--- config.mk ---
export PLATFORM = sky130hd
export DESIGN_NAME = pbus_multi_slave_bridge
export DESIGN_NICKNAME = d
export VERILOG_FILES = /design/src/rtl/pbus_multi_slave_bridge.sv
export SDC_FILE = /design/constraint.sdc
export NUM_CORES = 1
export LEC_CHECK = 0
export BUFFER_PORTS_ARGS = -buffer_cell sky130_fd_sc_hd__buf_2
export CAP_MARGIN = 20
export CELL_PAD_IN_SITES_DETAIL_PLACEMENT = 0
export CELL_PAD_IN_SITES_GLOBAL_PLACEMENT = 1
export CORE_ASPECT_RATIO = 0.8
export CORE_UTILIZATION = 39
export CTS_BUF_LIST = sky130_fd_sc_hd__clkbuf_8
export CTS_CLUSTER_SIZE = 28
export DETAILED_ROUTE_END_ITERATION = 6
export PLACE_DENSITY = 0.86
export SLEW_MARGIN = 0
export SYNTH_ARGS = -nofsm -noshare
export SYNTH_HDL_FRONTEND = slang
export SYNTH_SLANG_ARGS = --single-unit
--- constraint.sdc ---
create_clock -name pbus_clk -period 5.4 [get_ports pbus_clk]
set_input_delay 1.08 -clock pbus_clk [delete_from_list [all_inputs] [get_ports pbus_clk]]
set_output_delay 1.08 -clock pbus_clk [all_outputs]
set_load 0.05 [all_outputs]
--- src/rtl/pbus_multi_slave_bridge.sv ---
// pbus slave bridge fanning one 32-bit port out to NUM_CH IP register channels.
// 32-bit accesses to a 16-bit IP are issued as two beats, low half first.
module pbus_multi_slave_bridge #(
  parameter int NUM_CH  = 2,
  parameter int ADDR_W  = 16,
  parameter int IP_DW   = 16,
  parameter int CH_LSB  = 16,
  parameter int TIMEOUT = 255
) (
  input  logic                    pbus_clk,
  input  logic                    pbus_rst,
  input  logic [31:0]             pbus_addr_i,
  input  logic                    pbus_write_i,
  input  logic                    pbus_sel_i,
  input  logic                    pbus_enable_i,
  input  logic [31:0]             pbus_wdata_i,
  output logic [31:0]             pbus_rdata_o,
  output logic                    pbus_ready_o,
  output logic                    pbus_slverr_o,
  output logic [ADDR_W-1:0]       bus2ip_addr_o,
  output logic [IP_DW-1:0]        bus2ip_data_o,
  output logic [NUM_CH-1:0]       bus2ip_rd_ce_o,
  output logic [NUM_CH-1:0]       bus2ip_wr_ce_o,
  input  logic [NUM_CH*IP_DW-1:0] ip2bus_data_i,
  input  logic [NUM_CH-1:0]       ip2bus_ack_i
);

  localparam int CHW = (NUM_CH > 1) ? $clog2(NUM_CH) : 1;
  localparam int CW  = (TIMEOUT > 0) ? $clog2(TIMEOUT + 1) : 1;
  localparam logic [CW-1:0] TMAX = CW'(TIMEOUT);

  typedef enum logic [1:0] {IDLE, CE, WAIT, RESP} state_t;

  state_t state, state_n;

  logic [ADDR_W-1:0] word_q, word_n;
  logic [31:0]       wdata_q, wdata_n;
  logic              write_q, write_n;
  logic [CHW-1:0]    ch_q, ch_n;
  logic              beat_q, beat_n;
  logic              abort_q, abort_n;
  logic [CW-1:0]     cnt_q, cnt_n;
  logic [31:0]       cap_q, cap_n;

  logic [31:0]       rdata_q, rdata_n;
  logic              ready_q, ready_n;
  logic              slverr_q, slverr_n;
  logic [ADDR_W-1:0] ip_addr_q, ip_addr_n;
  logic [IP_DW-1:0]  ip_data_q, ip_data_n;
  logic [NUM_CH-1:0] rd_ce_q, rd_ce_n;
  logic [NUM_CH-1:0] wr_ce_q, wr_ce_n;

  logic              issue;
  logic              ack;
  logic              last;
  logic              tmo;
  logic              dec_err;
  logic [IP_DW-1:0]  beat_rd;

  // Address bits above the channel field must be zero so aliases are rejected.
  assign dec_err = (pbus_addr_i[1:0] != 2'b00) ||
                   ((pbus_addr_i >> CH_LSB) >= 32'(NUM_CH));

  assign ack     = ip2bus_ack_i[ch_q];
  assign beat_rd = ip2bus_data_i[ch_q*IP_DW +: IP_DW];
  assign last    = (IP_DW == 32) || beat_q;
  assign tmo     = (TIMEOUT != 0) && (cnt_q == TMAX - 1'b1);

  always_comb begin
    state_n   = state;
    word_n    = word_q;
    wdata_n   = wdata_q;
    write_n   = write_q;
    ch_n      = ch_q;
    beat_n    = beat_q;
    abort_n   = abort_q;
    cnt_n     = cnt_q;
    cap_n     = cap_q;
    rdata_n   = '0;
    ready_n   = 1'b0;
    slverr_n  = 1'b0;
    ip_addr_n = ip_addr_q;
    ip_data_n = ip_data_q;
    rd_ce_n   = '0;
    wr_ce_n   = '0;
    issue     = 1'b0;

    unique case (state)
      IDLE: begin
        if (pbus_sel_i && !pbus_enable_i) begin
          word_n  = pbus_addr_i[ADDR_W+1:2];
          wdata_n = pbus_wdata_i;
          write_n = pbus_write_i;
          ch_n    = pbus_addr_i[CH_LSB +: CHW];
          beat_n  = 1'b0;
          abort_n = 1'b0;
          cnt_n   = '0;
          cap_n   = '0;
          if (dec_err) begin
            state_n  = RESP;
            ready_n  = 1'b1;
            slverr_n = 1'b1;
          end else begin
            state_n = CE;
            issue   = 1'b1;
          end
        end
      end
      CE, WAIT: begin
        abort_n = abort_q | !pbus_sel_i;
        if (ack) begin
          if (!write_q)
            cap_n = cap_q | (32'(beat_rd) << {beat_q, 4'b0});
          if (abort_n) begin
            state_n = IDLE;
          end else if (last) begin
            state_n = RESP;
            ready_n = 1'b1;
            rdata_n = write_q ? 32'h0 : cap_n;
          end else begin
            state_n = CE;
            beat_n  = 1'b1;
            cnt_n   = '0;
            issue   = 1'b1;
          end
        end else if (state == WAIT && tmo) begin
          state_n  = abort_n ? IDLE : RESP;
          ready_n  = !abort_n;
          slverr_n = !abort_n;
        end else begin
          state_n = WAIT;
          if (state == WAIT && cnt_q != '1)
            cnt_n = cnt_q + 1'b1;
        end
      end
      RESP: state_n = IDLE;
      default: state_n = IDLE;
    endcase

    if (issue) begin
      ip_addr_n = (IP_DW == 32) ? word_n
                                : {word_n[ADDR_W-2:0], beat_n};
      ip_data_n = IP_DW'(wdata_n >> {beat_n, 4'b0});
      if (write_n) wr_ce_n = NUM_CH'(1) << ch_n;
      else         rd_ce_n = NUM_CH'(1) << ch_n;
    end
  end

  always_ff @(posedge pbus_clk or posedge pbus_rst) begin
    if (pbus_rst) begin
      state     <= IDLE;
      word_q    <= '0;
      wdata_q   <= '0;
      write_q   <= 1'b0;
      ch_q      <= '0;
      beat_q    <= 1'b0;
      abort_q   <= 1'b0;
      cnt_q     <= '0;
      cap_q     <= '0;
      rdata_q   <= '0;
      ready_q   <= 1'b0;
      slverr_q  <= 1'b0;
      ip_addr_q <= '0;
      ip_data_q <= '0;
      rd_ce_q   <= '0;
      wr_ce_q   <= '0;
    end else begin
      state     <= state_n;
      word_q    <= word_n;
      wdata_q   <= wdata_n;
      write_q   <= write_n;
      ch_q      <= ch_n;
      beat_q    <= beat_n;
      abort_q   <= abort_n;
      cnt_q     <= cnt_n;
      cap_q     <= cap_n;
      rdata_q   <= rdata_n;
      ready_q   <= ready_n;
      slverr_q  <= slverr_n;
      ip_addr_q <= ip_addr_n;
      ip_data_q <= ip_data_n;
      rd_ce_q   <= rd_ce_n;
      wr_ce_q   <= wr_ce_n;
    end
  end

  assign pbus_rdata_o   = rdata_q;
  assign pbus_ready_o   = ready_q;
  assign pbus_slverr_o  = slverr_q;
  assign bus2ip_addr_o  = ip_addr_q;
  assign bus2ip_data_o  = ip_data_q;
  assign bus2ip_rd_ce_o = rd_ce_q;
  assign bus2ip_wr_ce_o = wr_ce_q;

endmodule

==> impl_results.rst, run 1 <==
.. list-table::
   :header-rows: 1

   * - Metric
     - Value
   * - Result of the run
     - finished clean
   * - Total inserted antenna cells
     - 0
   * - Clock transition at the register clock pins on the worst setup and hold paths after CTS
     - 0.10 ns
   * - Share of async-settable or async-resettable flops after synthesis
     - 100%
   * - Endpoint of the most critical register-to-register path
     - bus2ip_addr_o[6]$_DFFE_PP0P_
   * - Maximum fanout along the worst path
     - 21
   * - Worst setup SP type
     - flop
   * - Sequential area share after synthesis
     - 59.6%
   * - Worst-Skew Late Latency
     - 0.47 ns
   * - Headroom to the max-slew limit
     - 40.9%
   * - Wire length of the first global-routing pass
     - 24.3 mm
   * - Number of sinks on the clock net
     - 163
   * - Worst path required time
     - 5.76 ns
   * - Row count
     - 42
   * - Remaining global-route overflow
     - 0
   * - HP Class
     - flop to flop
   * - Core Util, Final
     - 49.3%
   * - H-tree levels
     - 4
   * - Register bit total from synthesis
     - 163
   * - Arrival time worst endpoint
     - 3.14 ns
   * - Layout Nets
     - 823
   * - Maximum clock frequency
     - 0.361 GHz
   * - Residual DRC count
     - 0
   * - Slowest stage cell on the critical path
     - sky130_fd_sc_hd__a31oi_4
   * - Worst Reg-to-Reg Cells
     - 6
   * - Layout overhead on the synthesized area
     - 21.7%
   * - Crit end category
     - flop
   * - Dominant synthesized flop cell
     - sky130_fd_sc_hd__dfrtp_1
   * - Classification of the worst setup path
     - flop to flop
   * - Die W
     - 150 um
   * - Register Area
     - 4080 sq um
   * - Port Buffer Count
     - 172
   * - Antenna Violating Nets Remaining
     - 0
   * - Longest Clk Path Bufs
     - 2
   * - Count of non-filler cells in the finished layout
     - 947
   * - Global routing usage summed across all routing layers
     - 17.7%
   * - Post-Synthesis Net Count
     - 647
   * - Power density over the cells
     - 564 nW/um^2
   * - Synth unique cells
     - 46
   * - Total of fill cells in the finished design
     - 1488
   * - Vias per std cell
     - 4.90
   * - Post-CTS sizing
     - 0
   * - Starting DRC count in detailed routing
     - 211
   * - Final worst path period need
     - 2.77 ns
   * - Hold Slack
     - 0.490 ns
   * - Core area
     - 16900 sq um
   * - Dominant cell type by count on the critical path
     - sky130_fd_sc_hd__buf_4
   * - IO Count
     - 173
   * - Number of buffers inserted for hold repair after clock tree synthesis
     - 0
   * - Vias
     - 4644
   * - EDFF count, synth
     - 0
   * - Final-layout setup total negative slack
     - 0 ns
   * - Hold Vio Cnt, Final
     - 0
   * - Chip Height
     - 120 um
   * - Cell count of the worst hold path
     - 1
   * - Cell count after synthesis
     - 538
   * - Unrepaired setup endpoints after global routing
     - no
   * - Die Area
     - 18100 sq um
   * - CTS root buf
     - sky130_fd_sc_hd__clkbuf_8
   * - Total setup buffers inserted after CTS
     - 0
   * - Flop2flop setup slack
     - 2.63 ns
   * - Worst hold endpoint
     - pbus_rdata_o[14]$_DFF_PP0_
   * - Initial Utilization
     - 40.5%
   * - Detail Placement HPWL
     - 10.5 mm
   * - Worst Clk Skew
     - 0.0164 ns
   * - Static leakage power
     - 4.19 nW
   * - Maximum number of pins on one net before global-route repair
     - 70
   * - Delay of the slowest cell on the worst path
     - 0.67 ns
   * - Hold path start
     - cap_q[14]$_DFFE_PP0P_
   * - Setup violation total in the final timing report
     - 0
   * - RePlAce Congestion
     - 0.810
   * - Synth Area per Inst
     - 12.7 sq um
   * - Max-cap check violation count
     - 0
   * - R2R Path Start
     - ch_q$_DFF_PP0_
   * - Vias in the first global route
     - 4806
   * - Crit-path cells
     - buf_4 -> mux2i_4 -> nor2_1 -> a31oi_4 -> buf_4 -> mux2_2
   * - Clock buffer count from CTS
     - 17
   * - Final wirelength
     - 15.0 mm
   * - Placed Cells
     - 915
   * - Layout cells sized above 1
     - 43.9%
   * - Number of search-and-repair iterations in the first detailed-routing pass
     - 4
   * - Actual transition at the worst max-transition pin
     - 0.886 ns
   * - Initial antenna violation count
     - 2
   * - Wirelength per Cell
     - 15.8 um
   * - Final Power
     - 4.70 mW
   * - Fin. max-slew vios
     - 0
   * - Post-Syn Area
     - 6840 sq um
   * - Ys Warns
     - 0
   * - Period utilisation layout
     - 51.4%
   * - Peak ir drop on the vdd network
     - 382 uV
   * - Multi-input gate area in the final layout
     - 2480 sq um
   * - CTS tree
     - done
==> power by group <==
part	internal (mW)	total (mW)	switching, mW
Combinational	0.699	1.95	1.25
Sequential	1.66	1.86	0.201
Clock	0.386	0.886	0.500
==> worst max-delay path, delay by kind of cell (launching register included) <==
| kind | cells | cell delay, ns |
|---|---|---|
| compound gates | 1 | 0.67 |
| buf+inv | 2 | 0.68 |
| flops | 1 | 0.33 |
| mux | 2 | 0.79 |
| simple gates | 1 | 0.17 |
==> sequential cells by signal (all words and copies together) (netlist names), 8 cells and up <==
register / cells
cap_q: 32
word_q: 15
bus2ip_addr_o: 16
pbus_rdata_o: 32
wdata_q: 32
bus2ip_data_o: 16
cnt_q: 8
==> cell usage in the layout (no fill, tap or decap), types with 2 or more instances in the layout <==
| cell type | count |
|---|---|
| sky130_fd_sc_hd__dfrtp_1 | 163 |
| sky130_fd_sc_hd__nand2b_1 | 6 |
| sky130_fd_sc_hd__inv_1 | 44 |
| sky130_fd_sc_hd__o221ai_1 | 5 |
| sky130_fd_sc_hd__clkbuf_8 | 17 |
| sky130_fd_sc_hd__o21ai_0 | 20 |
| sky130_fd_sc_hd__nand2_1 | 33 |
| sky130_fd_sc_hd__nand3_1 | 9 |
| sky130_fd_sc_hd__mux2_1 | 3 |
| sky130_fd_sc_hd__nor2_2 | 11 |
| sky130_fd_sc_hd__inv_8 | 5 |
| sky130_fd_sc_hd__nand4_1 | 3 |
| sky130_fd_sc_hd__a211o_1 | 2 |
| sky130_fd_sc_hd__clkinvlp_4 | 3 |
| sky130_fd_sc_hd__mux2_2 | 76 |
| sky130_fd_sc_hd__nor2_1 | 12 |
| sky130_fd_sc_hd__a21oi_2 | 10 |
| sky130_fd_sc_hd__ha_1 | 6 |
| sky130_fd_sc_hd__nor4_1 | 3 |
| sky130_fd_sc_hd__a21oi_1 | 9 |
| sky130_fd_sc_hd__o211ai_1 | 3 |
| sky130_fd_sc_hd__or3_1 | 3 |
| sky130_fd_sc_hd__nor3_1 | 6 |
| sky130_fd_sc_hd__buf_4 | 8 |
| sky130_fd_sc_hd__inv_6 | 5 |
| sky130_fd_sc_hd__o21a_1 | 16 |
| sky130_fd_sc_hd__mux2i_1 | 34 |
| sky130_fd_sc_hd__and2_1 | 17 |
| sky130_fd_sc_hd__buf_2 | 172 |
==> synth_stat cells (3+ instances only) <==
library cell                 n  area [sq um]
sky130_fd_sc_hd__ha_1        6          75.1
sky130_fd_sc_hd__nand2_1    33           124
sky130_fd_sc_hd__mux2_1      3          33.8
sky130_fd_sc_hd__a21oi_1     9          45.0
sky130_fd_sc_hd__o221ai_1    5          43.8
sky130_fd_sc_hd__dfrtp_1   163          4080
sky130_fd_sc_hd__inv_1      45           169
sky130_fd_sc_hd__buf_6       3          33.8
sky130_fd_sc_hd__nand4_1     3          18.8
sky130_fd_sc_hd__o21ai_0    20           100
sky130_fd_sc_hd__nor4_1      3          18.8
sky130_fd_sc_hd__clkbuf_1   13          48.8
sky130_fd_sc_hd__nor2_2     10          62.6
sky130_fd_sc_hd__nor2_1     13          48.8
sky130_fd_sc_hd__o21a_1     16           120
sky130_fd_sc_hd__nand3_1     9          45.0
sky130_fd_sc_hd__o211ai_1    3          22.5
sky130_fd_sc_hd__buf_2       3          15.0
sky130_fd_sc_hd__mux2i_1    34           340
sky130_fd_sc_hd__nand2b_1    6          37.5
sky130_fd_sc_hd__and2_1     17           106
sky130_fd_sc_hd__nor3_1      7          35.0
sky130_fd_sc_hd__mux2_2     76           856
sky130_fd_sc_hd__a21oi_2    10          87.6
sky130_fd_sc_hd__buf_4       4          30.0
sky130_fd_sc_hd__or3_1       3          18.8
==> final cells by class <==
class | count | area share (%)
well taps | 220 | 3.31
inverters | 45 | 2.08
multi-input cells | 307 | 29.8
clock buffers | 17 | 2.81
flip-flops and latches | 163 | 49.0
clock inverters | 15 | 1.91
repair buffers | 180 | 11.1
==> cell families after synthesis <==
| group | synth area share [%] |
|---|---|
| multiplexers | 18.3 |
| buffers and inverters | 4.34 |
| flip-flops | 59.6 |
| adder cells (fa/ha/maj) | 1.10 |
| AND/OR/NAND/NOR | 8.67 |
| AO/OA/AOI/OAI | 7.94 |
==> through the flow <==
step / cell area, sq um / worst slack [ns]
floorplan: 6840 / 2.25
global placement: 7930 / 2.20
detailed placement: 7930 / 2.15
CTS: 8320 / 2.59
global route: 8320 / 2.43
finish: 8320 / 2.63
==> routing by layer <==
layer	vias to the layer above	wire (um)	track usage, %
met5	-	23	0
met4	4	136	4.36
met2	142	6760	27.5
met3	19	1260	7.21
met1	2292	6800	22.9
li1	2187	-	-
==> worst max-delay path by stage <==
stage	end	slack, ns	startpoint
6_report	bus2ip_addr_o[6]$_DFFE_PP0P_	2.63	ch_q$_DFF_PP0_
5_1_grt	bus2ip_addr_o[6]$_DFFE_PP0P_	2.43	ch_q$_DFF_PP0_
4_1_cts	bus2ip_addr_o[6]$_DFFE_PP0P_	2.59	ch_q$_DFF_PP0_
3_5_place_dp	bus2ip_addr_o[6]$_DFFE_PP0P_	2.15	ip2bus_ack_i[1]
3_3_place_gp	bus2ip_addr_o[6]$_DFFE_PP0P_	2.20	ip2bus_ack_i[0]
2_1_floorplan	abort_q$_DFFE_PP0P_	2.25	pbus_rst
(Power assumes the default switching activity.)
==> inputs of run 2 (changes only) <==
--- a/config.mk
+++ b/config.mk
@@ -5,16 +5,17 @@
 export SDC_FILE = /design/constraint.sdc
 export NUM_CORES = 1
 export LEC_CHECK = 0
+export ABC_AREA = 1
 export BUFFER_PORTS_ARGS = -buffer_cell sky130_fd_sc_hd__buf_2
 export CAP_MARGIN = 20
 export CELL_PAD_IN_SITES_DETAIL_PLACEMENT = 0
 export CELL_PAD_IN_SITES_GLOBAL_PLACEMENT = 1
 export CORE_ASPECT_RATIO = 0.8
-export CORE_UTILIZATION = 39
+export CORE_UTILIZATION = 40
 export CTS_BUF_LIST = sky130_fd_sc_hd__clkbuf_8
 export CTS_CLUSTER_SIZE = 28
 export DETAILED_ROUTE_END_ITERATION = 6
-export PLACE_DENSITY = 0.86
+export PLACE_DENSITY = 0.89
 export SLEW_MARGIN = 0
 export SYNTH_ARGS = -nofsm -noshare
 export SYNTH_HDL_FRONTEND = slang
==> constraint.sdc (replaced) <==
create_clock -name pbus_clk -period 2.9 [get_ports pbus_clk]
set_input_delay 0.58 -clock pbus_clk [delete_from_list [all_inputs] [get_ports pbus_clk]]
set_output_delay 0.58 -clock pbus_clk [all_outputs]
set_load 0.05 [all_outputs]
==> impl_results.rst, run 2 <==
.. list-table::
   :header-rows: 1

   * - Metric
     - Value
   * - Result of the run
     - complete, but fails checks
   * - Failing checks
     - design-rule violations
   * - Maximum clock frequency
     - 0.444 GHz
   * - Initial antenna violation count
     - 0
   * - Crit path from
     - state[1]$_DFFE_PP0N_
   * - Core area
     - 17500 sq um
   * - CTS root buf
     - sky130_fd_sc_hd__clkbuf_8
   * - Layout Nets
     - 1140
   * - Layout overhead on the synthesized area
     - 20.7%
   * - Hold Vio Cnt, Final
     - 0
   * - Number of buffers inserted for hold repair after clock tree synthesis
     - 0
   * - Final wirelength
     - 17.9 mm
   * - Chip Height
     - 122 um
   * - Final-layout setup total negative slack
     - 0 ns
   * - Post-Synthesis Net Count
     - 978
   * - IO Count
     - 173
   * - Clock transition at the register clock pins on the worst setup and hold paths after CTS
     - 0.10 ns
   * - Clock buffer count from CTS
     - 17
   * - Maximum fanout along the worst path
     - 33
   * - Register bit total from synthesis
     - 163
   * - Number of search-and-repair iterations in the first detailed-routing pass
     - 7
   * - Worst setup SP type
     - flop
   * - Highest-count cells in the layout ignoring fill and taps
     - 313 x sky130_fd_sc_hd__nand2_1, 172 x sky130_fd_sc_hd__buf_2, 163 x sky130_fd_sc_hd__dfrtp_1
   * - Share of async-settable or async-resettable flops after synthesis
     - 100%
   * - Adder-cell area share of the yosys netlist
     - 1.04%
   * - Final Power
     - 8.66 mW
   * - Post-CTS sizing
     - 0
   * - Period utilisation layout
     - 77.6%
   * - GR Layer Usage met1
     - 28.4%
   * - Total inserted antenna cells
     - 0
   * - Power density over the cells
     - 995 nW/um^2
   * - Number of sinks on the clock net
     - 163
   * - Post-Syn Area
     - 7220 sq um
   * - Actual transition at the worst max-transition pin
     - 0.763 ns
   * - Fraction of the mapped netlist area in compound gates
     - 6.50%
   * - Wirelength per Cell
     - 14.1 um
   * - H-tree levels
     - 4
   * - RePlAce Congestion
     - 0.788
   * - Placed Cells
     - 1237
   * - Port Buffer Count
     - 172
   * - Dominant synthesized flop cell
     - sky130_fd_sc_hd__dfrtp_1
   * - Top cells by count, synth
     - 314 x sky130_fd_sc_hd__nand2_1, 163 x sky130_fd_sc_hd__dfrtp_1, 93 x sky130_fd_sc_hd__nand3_1
   * - Simple logic cell fraction of the synthesized area
     - 29.8%
   * - Residual DRC count
     - 13
   * - Leading area contributor after synthesis
     - sky130_fd_sc_hd__dfrtp_1
   * - Cell count after synthesis
     - 869
   * - Synth unique cells
     - 32
   * - Crit end category
     - flop
   * - Library cell with the highest instance count after synthesis
     - sky130_fd_sc_hd__nand2_1
   * - HP Class
     - primary input to asynchronous set/reset pin
   * - Worst Clk Skew
     - 0.0173 ns
   * - Initial Utilization
     - 41.3%
   * - Unrepaired setup endpoints after global routing
     - no
   * - Headroom to the max-slew limit
     - 49.1%
   * - Die W
     - 152 um
   * - Antenna Violating Nets Remaining
     - 0
   * - CTS tree
     - done
   * - Final worst path period need
     - 2.25 ns
   * - R2R Path Start
     - state[1]$_DFFE_PP0N_
   * - Met3 track demand over resource in global routing
     - 4.09%
   * - Starting DRC count in detailed routing
     - 370
   * - Max-cap check violation count
     - 0
   * - Vias in the first global route
     - 5754
   * - Count of non-filler cells in the finished layout
     - 1269
   * - Vias
     - 6125
   * - Largest family of logic cells by synthesized area
     - simple AND/OR/NAND/NOR gates
   * - Arrival time worst endpoint
     - 2.62 ns
   * - Cell types with the largest area share after synthesis
     - sky130_fd_sc_hd__dfrtp_1 57%, sky130_fd_sc_hd__nand2_1 16%, sky130_fd_sc_hd__nand3_1 6.5%
   * - Die Area
     - 18600 sq um
   * - Most Used Layer, Global Route
     - met2
   * - Longest Clk Path Bufs
     - 2
   * - Static leakage power
     - 4.74 nW
   * - Row count
     - 43
   * - Portion of netlist area occupied by mux cells
     - 0%
   * - Wire length of the first global-routing pass
     - 29.2 mm
   * - Global routing usage summed across all routing layers
     - 20.1%
   * - Worst path required time
     - 3.27 ns
   * - Setup violation total in the final timing report
     - 0
   * - Sequential area share after synthesis
     - 56.5%
   * - Most frequent standard cell in the layout excluding fill and tap cells
     - sky130_fd_sc_hd__nand2_1
   * - Synth Area per Inst
     - 8.30 sq um
   * - Vias per std cell
     - 4.83
   * - Fin. max-slew vios
     - 0
   * - EDFF count, synth
     - 0
   * - Detail Placement HPWL
     - 12.0 mm
   * - Portion of synthesized cell area occupied by the leading cell type
     - 56.5%
   * - Xor/xnor share of the synthesized area
     - 0.121%
   * - Remaining global-route overflow
     - 0
   * - Ys Warns
     - 0
   * - Total setup buffers inserted after CTS
     - 0
   * - Layout cells sized above 1
     - 24.2%
   * - Worst-Skew Late Latency
     - 0.46 ns
   * - Maximum number of pins on one net before global-route repair
     - 83
   * - Peak ir drop on the vdd network
     - 513 uV
   * - Met2 demand-to-capacity share in global routing
     - 31.2%
   * - Hold Slack
     - 0.101 ns
   * - Classification of the worst setup path
     - flop to flop
## run 2: through the flow
| step | utilization [%] | instance area, sq um | setup WS, ns |
|---|---|---|---|
| 6_report | 49.8 | 8710 | 0.650 |
| 2_1_floorplan | - | 7220 | 0.249 |
| 3_3_place_gp | 47.4 | 8280 | 0.709 |
| 4_1_cts | 49.8 | 8710 | 0.613 |
| 5_1_grt | 49.8 | 8710 | 0.459 |
| 3_5_place_dp | 47.4 | 8280 | 0.641 |
## run 2: cell families after synthesis
| kind of cell | count (synthesis) |
|---|---|
| simple gates | 523 |
| buf+inv | 101 |
| flops | 163 |
| xor+xnor | 1 |
| compound gates | 75 |
| fa+ha+maj | 6 |
## run 2: report_power, final
group / switching, mW / internal (mW) / leakage (nW)
Sequential: 0.304 / 2.87 / 2.15
Combinational: 2.77 / 0.959 / 2.37
Clock: 0.923 / 0.847 / 0.219
Total: 3.99 / 4.67 / 4.74
## run 2: per-layer routing
metal | wire (um) | vias up
li1 | - | 3073
met2 | 8090 | 194
met5 | 0 | -
met1 | 8640 | 2841
met4 | 195 | 0
met3 | 976 | 17
## run 2: critical path: stages, from the launching register on
cell and delay (ns):
sky130_fd_sc_hd__dfrtp_1 0.43, sky130_fd_sc_hd__inv_1 0.06, sky130_fd_sc_hd__ha_1 0.29, sky130_fd_sc_hd__buf_4 0.24, sky130_fd_sc_hd__nand2_2 0.16, sky130_fd_sc_hd__o21ai_4 0.08, sky130_fd_sc_hd__inv_4 0.25, sky130_fd_sc_hd__nand2_2 0.38
sky130_fd_sc_hd__a21oi_1 0.25
## run 2: path summary, 6_finish.rpt
path                                                 end  slack, ns  depth (start not counted)
max                                cap_q[27]$_DFFE_PP0P_       0.65                          8
min                        bus2ip_addr_o[14]$_DFFE_PP0P_       0.10                          2
max reg2reg                        cap_q[27]$_DFFE_PP0P_       0.65                          8
min reg2reg                 bus2ip_addr_o[7]$_DFFE_PP0P_       0.47                          2
max in group asynchronous          wdata_q[26]$_DFF_PP0_       2.04                          3
min in group pbus_clk                word_q[4]$_DFF_PP0_       0.34                          3
## run 2: layout make-up
class | count | area (sq um)
flip-flops and latches | 163 | 4080
clock buffers | 19 | 262
repair buffers | 186 | 991
multi-input cells | 605 | 2710
well taps | 225 | 282
inverters | 58 | 226
fillers | 1719 | 8780
clock inverters | 13 | 165
==> inputs of run 3 (changes only) <==
==> constraint.sdc (replaced) <==
create_clock -name pbus_clk -period 2.21 [get_ports pbus_clk]
set_input_delay 0.442 -clock pbus_clk [delete_from_list [all_inputs] [get_ports pbus_clk]]
set_output_delay 0.442 -clock pbus_clk [all_outputs]
set_load 0.05 [all_outputs]
==> impl_results.rst, run 3 (same netlist as run 2, synthesis figures left out) <==
.. list-table::
   :header-rows: 1

   * - Metric
     - Value
   * - Result of the run
     - complete, but fails checks
   * - Failing checks
     - design-rule violations
   * - Crit path from
     - state[0]$_DFFE_PP0N_
   * - CTS root buf
     - sky130_fd_sc_hd__clkbuf_8
   * - Power density over the cells
     - 1290 nW/um^2
   * - Vias per std cell
     - 4.76
   * - Peak ir drop on the vdd network
     - 677 uV
   * - R2R Path Start
     - state[0]$_DFFE_PP0N_
   * - Arrival time worst endpoint
     - 2.35 ns
   * - Clock buffer count from CTS
     - 17
   * - Hold Vio Cnt, Final
     - 0
   * - Die Area
     - 18600 sq um
   * - Starting DRC count in detailed routing
     - 451
   * - Initial Utilization
     - 41.3%
   * - Detail Placement HPWL
     - 12.2 mm
   * - Worst path required time
     - 2.59 ns
   * - Static leakage power
     - 4.77 nW
   * - Crit end category
     - flop
   * - Die W
     - 152 um
   * - Number of search-and-repair iterations in the first detailed-routing pass
     - 7
   * - Initial antenna violation count
     - 1
   * - Maximum number of pins on one net before global-route repair
     - 77
   * - HP Class
     - primary input to flop
   * - Setup WS pre-CTS
     - 0.211 ns
   * - Headroom to the max-slew limit
     - 64.8%
   * - Actual transition at the worst max-transition pin
     - 0.527 ns
   * - Vias in the first global route
     - 5756
   * - Period utilisation layout
     - 89.4%
   * - Hold path start
     - pbus_addr_i[6]
   * - Final Power
     - 11.3 mW
   * - Maximum fanout along the worst path
     - 16
   * - H-tree levels
     - 4
   * - Worst-Skew Late Latency
     - 0.46 ns
   * - Worst Clk Skew
     - 0.0137 ns
   * - Most frequent standard cell in the layout excluding fill and tap cells
     - sky130_fd_sc_hd__nand2_1
   * - Final wirelength
     - 17.9 mm
   * - Maximum clock frequency
     - 0.506 GHz
   * - Fin. max-slew vios
     - 0
   * - Wirelength per Cell
     - 14.0 um
   * - Vias
     - 6089
   * - Classification of the worst setup path
     - flop to flop
   * - Register Area
     - 4080 sq um
   * - Antenna Violating Nets Remaining
     - 0
   * - Layout overhead on the synthesized area
     - 21.7%
   * - Max-cap check violation count
     - 0
   * - Total of fill cells in the finished design
     - 1689
   * - Highest-count cells in the layout ignoring fill and taps
     - 313 x sky130_fd_sc_hd__nand2_1, 172 x sky130_fd_sc_hd__buf_2, 163 x sky130_fd_sc_hd__dfrtp_1
   * - Core area
     - 17500 sq um
   * - Setup violation total in the final timing report
     - 0
   * - IO Count
     - 173
   * - Flop2flop setup slack
     - 0.23 ns
   * - Row count
     - 43
   * - Longest Clk Path Bufs
     - 2
   * - Multi-input gate area in the final layout
     - 2710 sq um
   * - RePlAce Congestion
     - 0.853
   * - Number of sinks on the clock net
     - 163
   * - Final worst path period need
     - 1.98 ns
   * - Layout cells sized above 1
     - 24.7%
   * - Minimum setup slack in the final design
     - 0.233 ns
   * - Remaining global-route overflow
     - 0
   * - Wire length of the first global-routing pass
     - 29.6 mm
   * - Chip Height
     - 122 um
   * - Global routing usage summed across all routing layers
     - 20.4%
   * - Residual DRC count
     - 13
   * - Worst setup SP type
     - flop
   * - Layout Nets
     - 1148
   * - Unrepaired setup endpoints after global routing
     - no
   * - CTS tree
     - done
   * - Clock transition at the register clock pins on the worst setup and hold paths after CTS
     - 0.10 ns
   * - Port Buffer Count
     - 172
[run 3: changes by cell type in the layout (fill, tap and decap cells not counted)]
cell / before / now
sky130_fd_sc_hd__buf_4: 12 / 16
sky130_fd_sc_hd__nand2_4: 1 / 2
sky130_fd_sc_hd__inv_8: 2 / 3
sky130_fd_sc_hd__bufinv_16: 2 / 1
sky130_fd_sc_hd__inv_6: 6 / 5
sky130_fd_sc_hd__diode_2: 0 / 1
sky130_fd_sc_hd__clkinv_8: 1 / 0
sky130_fd_sc_hd__clkbuf_8: 19 / 18
sky130_fd_sc_hd__buf_12: 2 / 5
sky130_fd_sc_hd__clkinvlp_4: 1 / 3
sky130_fd_sc_hd__nand2_2: 10 / 9
sky130_fd_sc_hd__clkinv_2: 1 / 2
sky130_fd_sc_hd__dlygate4sd3_1: 0 / 1
[run 3: final cells by class]
class                   count  area share, %
diodes                      1         0.0285
clock buffers              18           2.82
clock inverters            14           1.61
inverters                  58           2.58
multi-input cells         605           30.9
flip-flops and latches    163           46.5
well taps                 225           3.21
repair buffers            194           12.4
[run 3: report_power, final]
part           switching [mW]  total, mW  leakage (nW)  internal [mW]
Sequential              0.336       4.10          2.15           3.76
Combinational            3.69       5.09          2.42           1.40
Clock                    1.20       2.16         0.197          0.958
[run 3: metrics by stage]
step	utilization [%]	hold WS [ns]	TNS [ns]	instances	cell area, sq um
global placement	47.9	0.451	0	1244	8370
global route	50.2	0.168	0	1278	8780
detailed placement	47.9	0.454	0	1244	8370
floorplan	-	0.445	-49.36	869	7220
CTS	50.2	0.173	0	1277	8770
finish	50.2	0.199	0	1278	8780
[run 3: worst paths after layout]
kind                                                 endpoint  cells after the start
worst max-delay path                    cap_q[26]$_DFFE_PP0P_                      9
worst min-delay path                      word_q[4]$_DFF_PP0_                      3
worst max register to register          cap_q[26]$_DFFE_PP0P_                      9
worst min register to register   bus2ip_addr_o[4]$_DFFE_PP0P_                      2
max in group asynchronous                cnt_q[0]$_DFFE_PP0P_                      4
min in group asynchronous       bus2ip_addr_o[11]$_DFFE_PP0P_                      3
[run 3: metal layers]
metal,GRT usage [%],vias up,wire [um]
met2,31.3,172,8110
met5,0,-,0
met3,4.02,12,918
met4,6.19,0,157
met1,29.1,2825,8740
li1,-,3080,-
[run 3: critical path: stages (launching register included)]
cell                      delay [ns]
sky130_fd_sc_hd__dfrtp_1        0.42
sky130_fd_sc_hd__inv_1          0.11
sky130_fd_sc_hd__ha_1           0.26
sky130_fd_sc_hd__inv_2          0.07
sky130_fd_sc_hd__nor2_4         0.16
sky130_fd_sc_hd__buf_4          0.25
sky130_fd_sc_hd__o21ai_4        0.08
sky130_fd_sc_hd__inv_4          0.07
sky130_fd_sc_hd__nand2_2        0.25
sky130_fd_sc_hd__a21oi_1        0.24
[run 3: timing repair]
item | in CTS | in global routing
gates resized for setup | 0 | 1
endpoints found under the setup margin | 0 | 4
hold endpoints to repair | 14 | 0
hold buffers | 1 | 0
setup buffers | 0 | 0
